$ cat config.mk
export PLATFORM = sky130hd
export DESIGN_NAME = mm_uart_tx_flat
export DESIGN_NICKNAME = d
export VERILOG_FILES = /design/src/rtl/mm_uart_tx_pkg.sv /design/src/rtl/mm_uart_tx_if.sv /design/src/rtl/mm_uart_tx_sync_fifo.sv /design/src/rtl/mm_uart_tx.sv /design/src/flat_wrapper.sv
export SDC_FILE = /design/constraint.sdc
export NUM_CORES = 1
export LEC_CHECK = 0
export BUFFER_PORTS_ARGS = -buffer_cell sky130_fd_sc_hd__buf_2
export CORE_MARGIN = 2
export CORE_UTILIZATION = 40
export CTS_CLUSTER_DIAMETER = 60
export DETAILED_ROUTE_END_ITERATION = 12
export PLACE_DENSITY = 0.63
export SYNTH_ARGS = -nofsm -noshare
export SYNTH_HDL_FRONTEND = slang
export SYNTH_SLANG_ARGS = --single-unit
$ cat constraint.sdc
create_clock -name clk -period 7.3 [get_ports clk]
set_input_delay 0.365 -clock clk [delete_from_list [all_inputs] [get_ports clk]]
set_output_delay 0.365 -clock clk [all_outputs]
set_load 0.005 [all_outputs]
$ cat src/rtl/mm_uart_tx_pkg.sv
// Shared constants for the memory-mapped UART transmitter: register offsets,
// STATUS/CTRL bit positions and the TX state encoding.
package mm_uart_tx_pkg;

  localparam logic [3:0] REG_DATA   = 4'h0;
  localparam logic [3:0] REG_STATUS = 4'h4;
  localparam logic [3:0] REG_CTRL   = 4'h8;
  localparam logic [3:0] REG_BAUD   = 4'hC;

  localparam int STAT_BUSY  = 0;
  localparam int STAT_FULL  = 1;
  localparam int STAT_EMPTY = 2;
  localparam int STAT_IRQ   = 3;
  localparam int STAT_OVF   = 4;

  localparam int CTRL_TX_EN  = 0;
  localparam int CTRL_IRQ_EN = 1;

  typedef enum logic [1:0] {
    ST_IDLE  = 2'd0,
    ST_START = 2'd1,
    ST_DATA  = 2'd2,
    ST_STOP  = 2'd3
  } tx_state_e;

  // A divider below 2 cannot time a bit, so it is raised to 2.
  function automatic logic [15:0] clamp_div(input logic [15:0] v);
    return (v < 16'd2) ? 16'd2 : v;
  endfunction

endpackage

$ cat src/rtl/mm_uart_tx_if.sv
// picorv32 native-bus slave port of the UART: select, strobes, offset and
// write data in; acknowledge and read data out.
interface mm_uart_tx_if;
  logic        select;
  logic [3:0]  wstrb;
  logic [3:0]  addr;
  logic [31:0] data_i;
  logic        ready;
  logic [31:0] data_o;

  modport master (output select, wstrb, addr, data_i, input ready, data_o);
  modport slave  (input select, wstrb, addr, data_i, output ready, data_o);
endinterface

$ cat src/rtl/mm_uart_tx_sync_fifo.sv
// Synchronous circular FIFO with extra-bit wrap pointers. A pop in the same
// cycle as a push to a full FIFO frees the slot first, so the push is kept.
module sync_fifo #(
  parameter int WIDTH = 8,
  parameter int DEPTH = 8
) (
  input  logic             clk,
  input  logic             reset,
  input  logic             push_i,
  input  logic             pop_i,
  input  logic [WIDTH-1:0] din_i,
  output logic [WIDTH-1:0] dout_o,
  output logic             full_o,
  output logic             empty_o
);
  localparam int AW = $clog2(DEPTH);
  localparam logic [AW:0] PTR_ONE = (AW+1)'(1);

  logic [AW:0]      wr_ptr_q, wr_ptr_d;
  logic [AW:0]      rd_ptr_q, rd_ptr_d;
  logic [WIDTH-1:0] mem_q [DEPTH];
  logic             do_push, do_pop;

  assign empty_o = (wr_ptr_q == rd_ptr_q);
  assign full_o  = (wr_ptr_q[AW] != rd_ptr_q[AW]) &&
                   (wr_ptr_q[AW-1:0] == rd_ptr_q[AW-1:0]);
  assign do_pop  = pop_i & ~empty_o;
  assign do_push = push_i & (~full_o | do_pop);
  assign dout_o  = mem_q[rd_ptr_q[AW-1:0]];

  always_comb begin
    wr_ptr_d = wr_ptr_q;
    rd_ptr_d = rd_ptr_q;
    if (do_push) begin
      wr_ptr_d = wr_ptr_q + PTR_ONE;
    end else begin
      wr_ptr_d = wr_ptr_q;
    end
    if (do_pop) begin
      rd_ptr_d = rd_ptr_q + PTR_ONE;
    end else begin
      rd_ptr_d = rd_ptr_q;
    end
  end

  always_ff @(posedge clk) begin
    if (reset) begin
      wr_ptr_q <= '0;
      rd_ptr_q <= '0;
    end else begin
      wr_ptr_q <= wr_ptr_d;
      rd_ptr_q <= rd_ptr_d;
    end
  end

  always_ff @(posedge clk) begin
    if (do_push) begin
      mem_q[wr_ptr_q[AW-1:0]] <= din_i;
    end
  end

endmodule

$ cat src/rtl/mm_uart_tx.sv
// Memory-mapped 8N1 UART transmitter: bus register block, byte FIFO and a
// START/DATA/STOP shifter whose bit time is reloaded from BAUD_DIV per bit.
module mm_uart_tx
  import mm_uart_tx_pkg::*;
#(
  parameter int          FIFO_DEPTH  = 8,
  parameter logic [15:0] DEFAULT_DIV = 16'd234
) (
  input  logic          clk,
  input  logic          reset,
  mm_uart_tx_if.slave   bus,
  output logic          irq,
  output logic          tx
);
  logic        ready_q;
  logic [31:0] data_o_q;
  logic        tx_en_q, irq_en_q, overflow_q;
  logic [15:0] baud_div_q;

  tx_state_e   state_q, state_d;
  logic [15:0] cnt_q, cnt_d;
  logic [2:0]  bit_q, bit_d;
  logic [7:0]  shift_q, shift_d;
  logic        tx_q, tx_d;

  logic        access_s, wr_en_s, rd_en_s, push_s, busy_s, start_ok_s;
  logic [3:0]  reg_off_s;
  logic [31:0] rdata_s;
  logic        fifo_pop_s, fifo_full_s, fifo_empty_s;
  logic [7:0]  fifo_dout_s;
  logic        unused_bits;

  // One side effect per transaction: only the cycle before the ack acts.
  assign access_s   = bus.select & ~ready_q;
  assign wr_en_s    = access_s & (bus.wstrb != 4'h0);
  assign rd_en_s    = access_s & (bus.wstrb == 4'h0);
  assign reg_off_s  = {bus.addr[3:2], 2'b00};
  assign push_s     = wr_en_s & (reg_off_s == REG_DATA);
  assign busy_s     = (state_q != ST_IDLE);
  assign start_ok_s = tx_en_q & ~fifo_empty_s;

  assign irq         = irq_en_q & fifo_empty_s & ~busy_s;
  assign tx          = tx_q;
  assign bus.ready   = ready_q;
  assign bus.data_o  = data_o_q;
  assign unused_bits = ^{bus.addr[1:0], bus.data_i[31:16]};

  sync_fifo #(.WIDTH(8), .DEPTH(FIFO_DEPTH)) u_fifo (
    .clk     (clk),
    .reset   (reset),
    .push_i  (push_s),
    .pop_i   (fifo_pop_s),
    .din_i   (bus.data_i[7:0]),
    .dout_o  (fifo_dout_s),
    .full_o  (fifo_full_s),
    .empty_o (fifo_empty_s)
  );

  always_comb begin
    rdata_s = 32'h0000_0000;
    case (reg_off_s)
      REG_STATUS: begin
        rdata_s[STAT_BUSY]  = busy_s;
        rdata_s[STAT_FULL]  = fifo_full_s;
        rdata_s[STAT_EMPTY] = fifo_empty_s;
        rdata_s[STAT_IRQ]   = irq;
        rdata_s[STAT_OVF]   = overflow_q;
      end
      REG_CTRL: begin
        rdata_s[CTRL_TX_EN]  = tx_en_q;
        rdata_s[CTRL_IRQ_EN] = irq_en_q;
      end
      REG_BAUD: rdata_s = {16'h0000, baud_div_q};
      default:  rdata_s = 32'h0000_0000;
    endcase
  end

  always_ff @(posedge clk) begin
    if (reset) begin
      ready_q    <= 1'b0;
      data_o_q   <= 32'h0000_0000;
      tx_en_q    <= 1'b0;
      irq_en_q   <= 1'b0;
      baud_div_q <= DEFAULT_DIV;
      overflow_q <= 1'b0;
    end else begin
      ready_q <= access_s;
      if (rd_en_s) data_o_q <= rdata_s;
      if (wr_en_s && reg_off_s == REG_CTRL) begin
        tx_en_q  <= bus.data_i[CTRL_TX_EN];
        irq_en_q <= bus.data_i[CTRL_IRQ_EN];
      end
      if (wr_en_s && reg_off_s == REG_BAUD) baud_div_q <= clamp_div(bus.data_i[15:0]);
      // A full FIFO only drops the byte when the shifter is not popping now.
      if (push_s && fifo_full_s && !fifo_pop_s) begin
        overflow_q <= 1'b1;
      end else if (wr_en_s && reg_off_s == REG_STATUS && bus.data_i[STAT_OVF]) begin
        overflow_q <= 1'b0;
      end
    end
  end

  // tx_d is the line level for the state being entered, keeping tx registered.
  always_comb begin
    state_d    = state_q;
    cnt_d      = cnt_q;
    bit_d      = bit_q;
    shift_d    = shift_q;
    tx_d       = tx_q;
    fifo_pop_s = 1'b0;
    case (state_q)
      ST_IDLE: begin
        tx_d = 1'b1;
        if (start_ok_s) begin
          fifo_pop_s = 1'b1;
          shift_d    = fifo_dout_s;
          cnt_d      = baud_div_q - 16'd1;
          state_d    = ST_START;
          tx_d       = 1'b0;
        end else begin
          state_d = ST_IDLE;
        end
      end
      ST_START: begin
        if (cnt_q == 16'd0) begin
          state_d = ST_DATA;
          bit_d   = 3'd0;
          cnt_d   = baud_div_q - 16'd1;
          tx_d    = shift_q[0];
        end else begin
          cnt_d = cnt_q - 16'd1;
        end
      end
      ST_DATA: begin
        if (cnt_q == 16'd0) begin
          cnt_d = baud_div_q - 16'd1;
          if (bit_q == 3'd7) begin
            state_d = ST_STOP;
            tx_d    = 1'b1;
          end else begin
            bit_d   = bit_q + 3'd1;
            shift_d = {1'b0, shift_q[7:1]};
            tx_d    = shift_q[1];
          end
        end else begin
          cnt_d = cnt_q - 16'd1;
        end
      end
      ST_STOP: begin
        if (cnt_q == 16'd0) begin
          if (start_ok_s) begin
            fifo_pop_s = 1'b1;
            shift_d    = fifo_dout_s;
            cnt_d      = baud_div_q - 16'd1;
            state_d    = ST_START;
            tx_d       = 1'b0;
          end else begin
            state_d = ST_IDLE;
            tx_d    = 1'b1;
          end
        end else begin
          cnt_d = cnt_q - 16'd1;
        end
      end
      default: begin
        state_d = ST_IDLE;
        tx_d    = 1'b1;
      end
    endcase
  end

  always_ff @(posedge clk) begin
    if (reset) begin
      state_q <= ST_IDLE;
      cnt_q   <= 16'd0;
      bit_q   <= 3'd0;
      shift_q <= 8'h00;
      tx_q    <= 1'b1;
    end else begin
      state_q <= state_d;
      cnt_q   <= cnt_d;
      bit_q   <= bit_d;
      shift_q <= shift_d;
      tx_q    <= tx_d;
    end
  end

endmodule
$ cat src/flat_wrapper.sv
// flat-port wrapper written by rule: the top's interface ports become plain ports
module mm_uart_tx_flat import mm_uart_tx_pkg::*;
#(
  parameter int          FIFO_DEPTH  = 8,
  parameter logic [15:0] DEFAULT_DIV = 16'd234
)
  (clk, reset, irq, tx, bus_select, bus_wstrb, bus_addr, bus_data_i, bus_ready, bus_data_o);
  mm_uart_tx_if bus_i ();
  input  logic clk;
  input  logic reset;
  output logic irq;
  output logic tx;
  input wire logic [$bits(bus_i.select)-1:0] bus_select;
  input wire logic [$bits(bus_i.wstrb)-1:0] bus_wstrb;
  input wire logic [$bits(bus_i.addr)-1:0] bus_addr;
  input wire logic [$bits(bus_i.data_i)-1:0] bus_data_i;
  output wire logic [$bits(bus_i.ready)-1:0] bus_ready;
  output wire logic [$bits(bus_i.data_o)-1:0] bus_data_o;
  assign bus_i.select = bus_select;
  assign bus_i.wstrb = bus_wstrb;
  assign bus_i.addr = bus_addr;
  assign bus_i.data_i = bus_data_i;
  assign bus_ready = bus_i.ready;
  assign bus_data_o = bus_i.data_o;
  mm_uart_tx #(.FIFO_DEPTH(FIFO_DEPTH), .DEFAULT_DIV(DEFAULT_DIV)) u_core (.clk(clk), .reset(reset), .bus(bus_i), .irq(irq), .tx(tx));
endmodule
==> flow_summary_export.csv <==
group,metric,value,unit
critical_path,start_kind,"register",
die,die_area,17900,um2
layout,final_cell_mix,"dfxtp_1, nand2_1, edfxtp_1",
critical_path,end_kind,"register",
placed_design,dp_hpwl,10600,um
detailed_routing,drcViolationCount,0,
cts,path_clk_slew,0.06,ns
global_routing,grt_pass1_wl,24700,um
timing,tightest_slew,1.16,ns
flow_run,maxCapViolCount,0,
critical_path,cp_max_fo,19,
yosys,yosysSeqAreaShare,51.3,%
die,dieHeight,134,um
hold_path,hp-class,"primary input to register",
cts,clockBufferDepth,2,
yosys,syn-instance-count,625,
global_routing,grt_pass1_vias,4668,
timing,min_period_over_period,47.4,%
yosys,yosys_warnings,0,
critical_path,path_class,"register to register",
critical_path,required,7.33,ns
timing,tns,0,ns
timing,setup_viol,0,
power_and_ir_drop,leakage,2.74,nW
die,num_rows,47,
die,initial_utilization,40.9,%
global_routing,grt_max_degree,72,
cts,cts.sinks,141,
yosys,synth_flop_cell,"dfxtp_1",
placed_design,placed_area,7080,um2
timing,fmax,289,MHz
placed_design,post-place-cells,857,
detailed_routing,vias,4902,
detailed_routing,wire_per_inst,17.5,um
layout,syn_to_final_growth,13.6,%
detailed_routing,ant_nets,0,
layout,fin_nets,710,
timing,report.final.slew_viol_count,0,
timing,slew-limit-headroom,22.4,%
timing,hold_ws,0.201,ns
die,die_w,134,um
yosys,yosys.area.top_type_share,28.5,%
critical_path,arrival,3.49,ns
detailed_routing,drt_iter0_drc,459,
yosys,synthTopCellsByArea,"edfxtp_1, dfxtp_1, mux4_2, nand2_1, a21oi_1",
timing,hold_violations,0,
layout,diodes,0,
cts,cts_resized,0,
layout,post_route_cells_drive_above_1_share,17.9,%
power_and_ir_drop,powerDensity,231,nW/um2
yosys,synth_edf_count,64,
outcome,status,"complete, no violations",
die,core_region_area,16500,um2
global_routing,grtUsageTotal,17.7,%
die,io_pins,78,
global_routing,grt-ovfl-total,0,
cts,numCtsBuffers,17,
cts,ctsHoldBuffers,0,
layout,multi_input_area,3040,um2
yosys,synth_top_cell_by_area,"edfxtp_1",
placed_design,place_congestion,0.869,
layout,fill_cells,1519,
yosys,ys_ff_latch,141,
layout,ff_latch_area,3460,um2
yosys,yosysUniqueCellTypes,71,
detailed_routing,viasPerCell,5.51,
timing,finalCriticalPeriod,3.46,ns
detailed_routing,dr.pass1.iters,5,
timing,rsz0062_at_grt,"false",
detailed_routing,wl,15500,um
yosys,syn_avg_cell_area,10.8,um2
cts,cts_root_buffer,"clkbuf_16",
layout,finalInstanceArea,7670,um2
cts,cts_setup_buffers,0,
cts,insertion_delay,0.42,ns
layout,fin_cells,889,
cts,cts_htree_levels,4,
yosys,async_reset_ff_share,0,%
yosys,syn_area,6750,um2
layout,final_common_cell,"dfxtp_1",
timing,skew,0.00670,ns
power_and_ir_drop,ir_drop,228,uV
global_routing,antenna_found_initial,0,
cts,cts_tree,"built",
placed_design,io_buffers,43,
[flip-flops by register name (all words and copies together), names as in the netlist, 3 cells and up, named ones only]
name,flops
u_core.u_fifo.wr_ptr_q,4
u_core.baud_div_q,16
u_core.u_fifo.mem_q,64
u_core.bit_q,3
u_core.bus.data_o,16
u_core.u_fifo.rd_ptr_q,4
u_core.cnt_q,16
u_core.shift_q,8
[Yosys cell counts, types with 14 or more instances]
library cell	n
a21oi_1	46
buf_4	18
clkbuf_1	29
dfxtp_1	77
edfxtp_1	64
mux2i_1	18
mux4_2	16
nand2_1	68
nand3_1	21
nor2_1	56
nor3_1	14
nor4_1	14
xor2_1	20
[worst max-delay path, cell delays in order, from the launching register on]
cell,delay [ns]
dfxtp_1,0.59
xor2_1,0.38
o41ai_4,0.13
buf_4,0.23
o21a_1,0.19
a311o_1,0.51
nor4b_2,1.05
[cell families (layout without fill, tap and decap cells)]
group	count (synthesis)	in the layout	share of synthesized area, %
buffers and inverters	63	92	4.59
flip-flops	141	141	51.3
adder cells (fa/ha/maj)	11	11	2.04
AO/OA/AOI/OAI	110	110	11.4
other	1	16	0.0555
multiplexers	39	39	8.84
AND/OR/NAND/NOR	230	230	17.9
XOR/XNOR	30	30	3.89
[area by class of cell]
class | instances | share of cell area (%)
clock inverter | 13 | 2.05
sequential | 141 | 45.1
multi-input combinational | 436 | 39.6
clock buffer | 19 | 5.64
tap | 220 | 3.59
inverter | 9 | 0.440
timing repair buffer | 51 | 3.59
[through the flow]
step / power [mW] / setup WS (ns) / util, %
6_report: 1.77 / 3.84 / 46.4
3_5_place_dp: 0.928 / 3.84 / 42.9
3_3_place_gp: 0.926 / 3.94 / 42.9
4_1_cts: 1.79 / 3.82 / 46.4
5_1_grt: 1.83 / 3.63 / 46.4
2_1_floorplan: 0.906 / 4.27 / -
[power by group]
group	total [mW]	internal [mW]	switching [mW]
clock network	0.863	0.512	0.351
registers	0.840	0.831	0.00897
logic	0.0716	0.0249	0.0468
total	1.77	1.37	0.407
[final timing paths]
check | cells past startpoint | to | slack [ns] | start
max | 6 | u_core.u_fifo.mem_q[4][1] | 3.84 | u_core.u_fifo.wr_ptr_q[0]
min | 3 | u_core.baud_div_q[14] | 0.20 | bus_data_i[14]
min reg2reg | 2 | u_core.bus.data_o[12] | 0.45 | u_core.bus.data_o[12]
max reg2reg | 6 | u_core.u_fifo.mem_q[4][1] | 3.84 | u_core.u_fifo.wr_ptr_q[0]
[layer usage]
layer	up-vias	GRT usage, %	part of all wire [%]
li1	2338	-	-
met1	2381	23.9	45
met2	164	28.7	48
met3	19	3.59	5.1
met4	0	5.67	1.4
met5	-	0	0
Note: power is estimated with default switching activity, not from simulation.
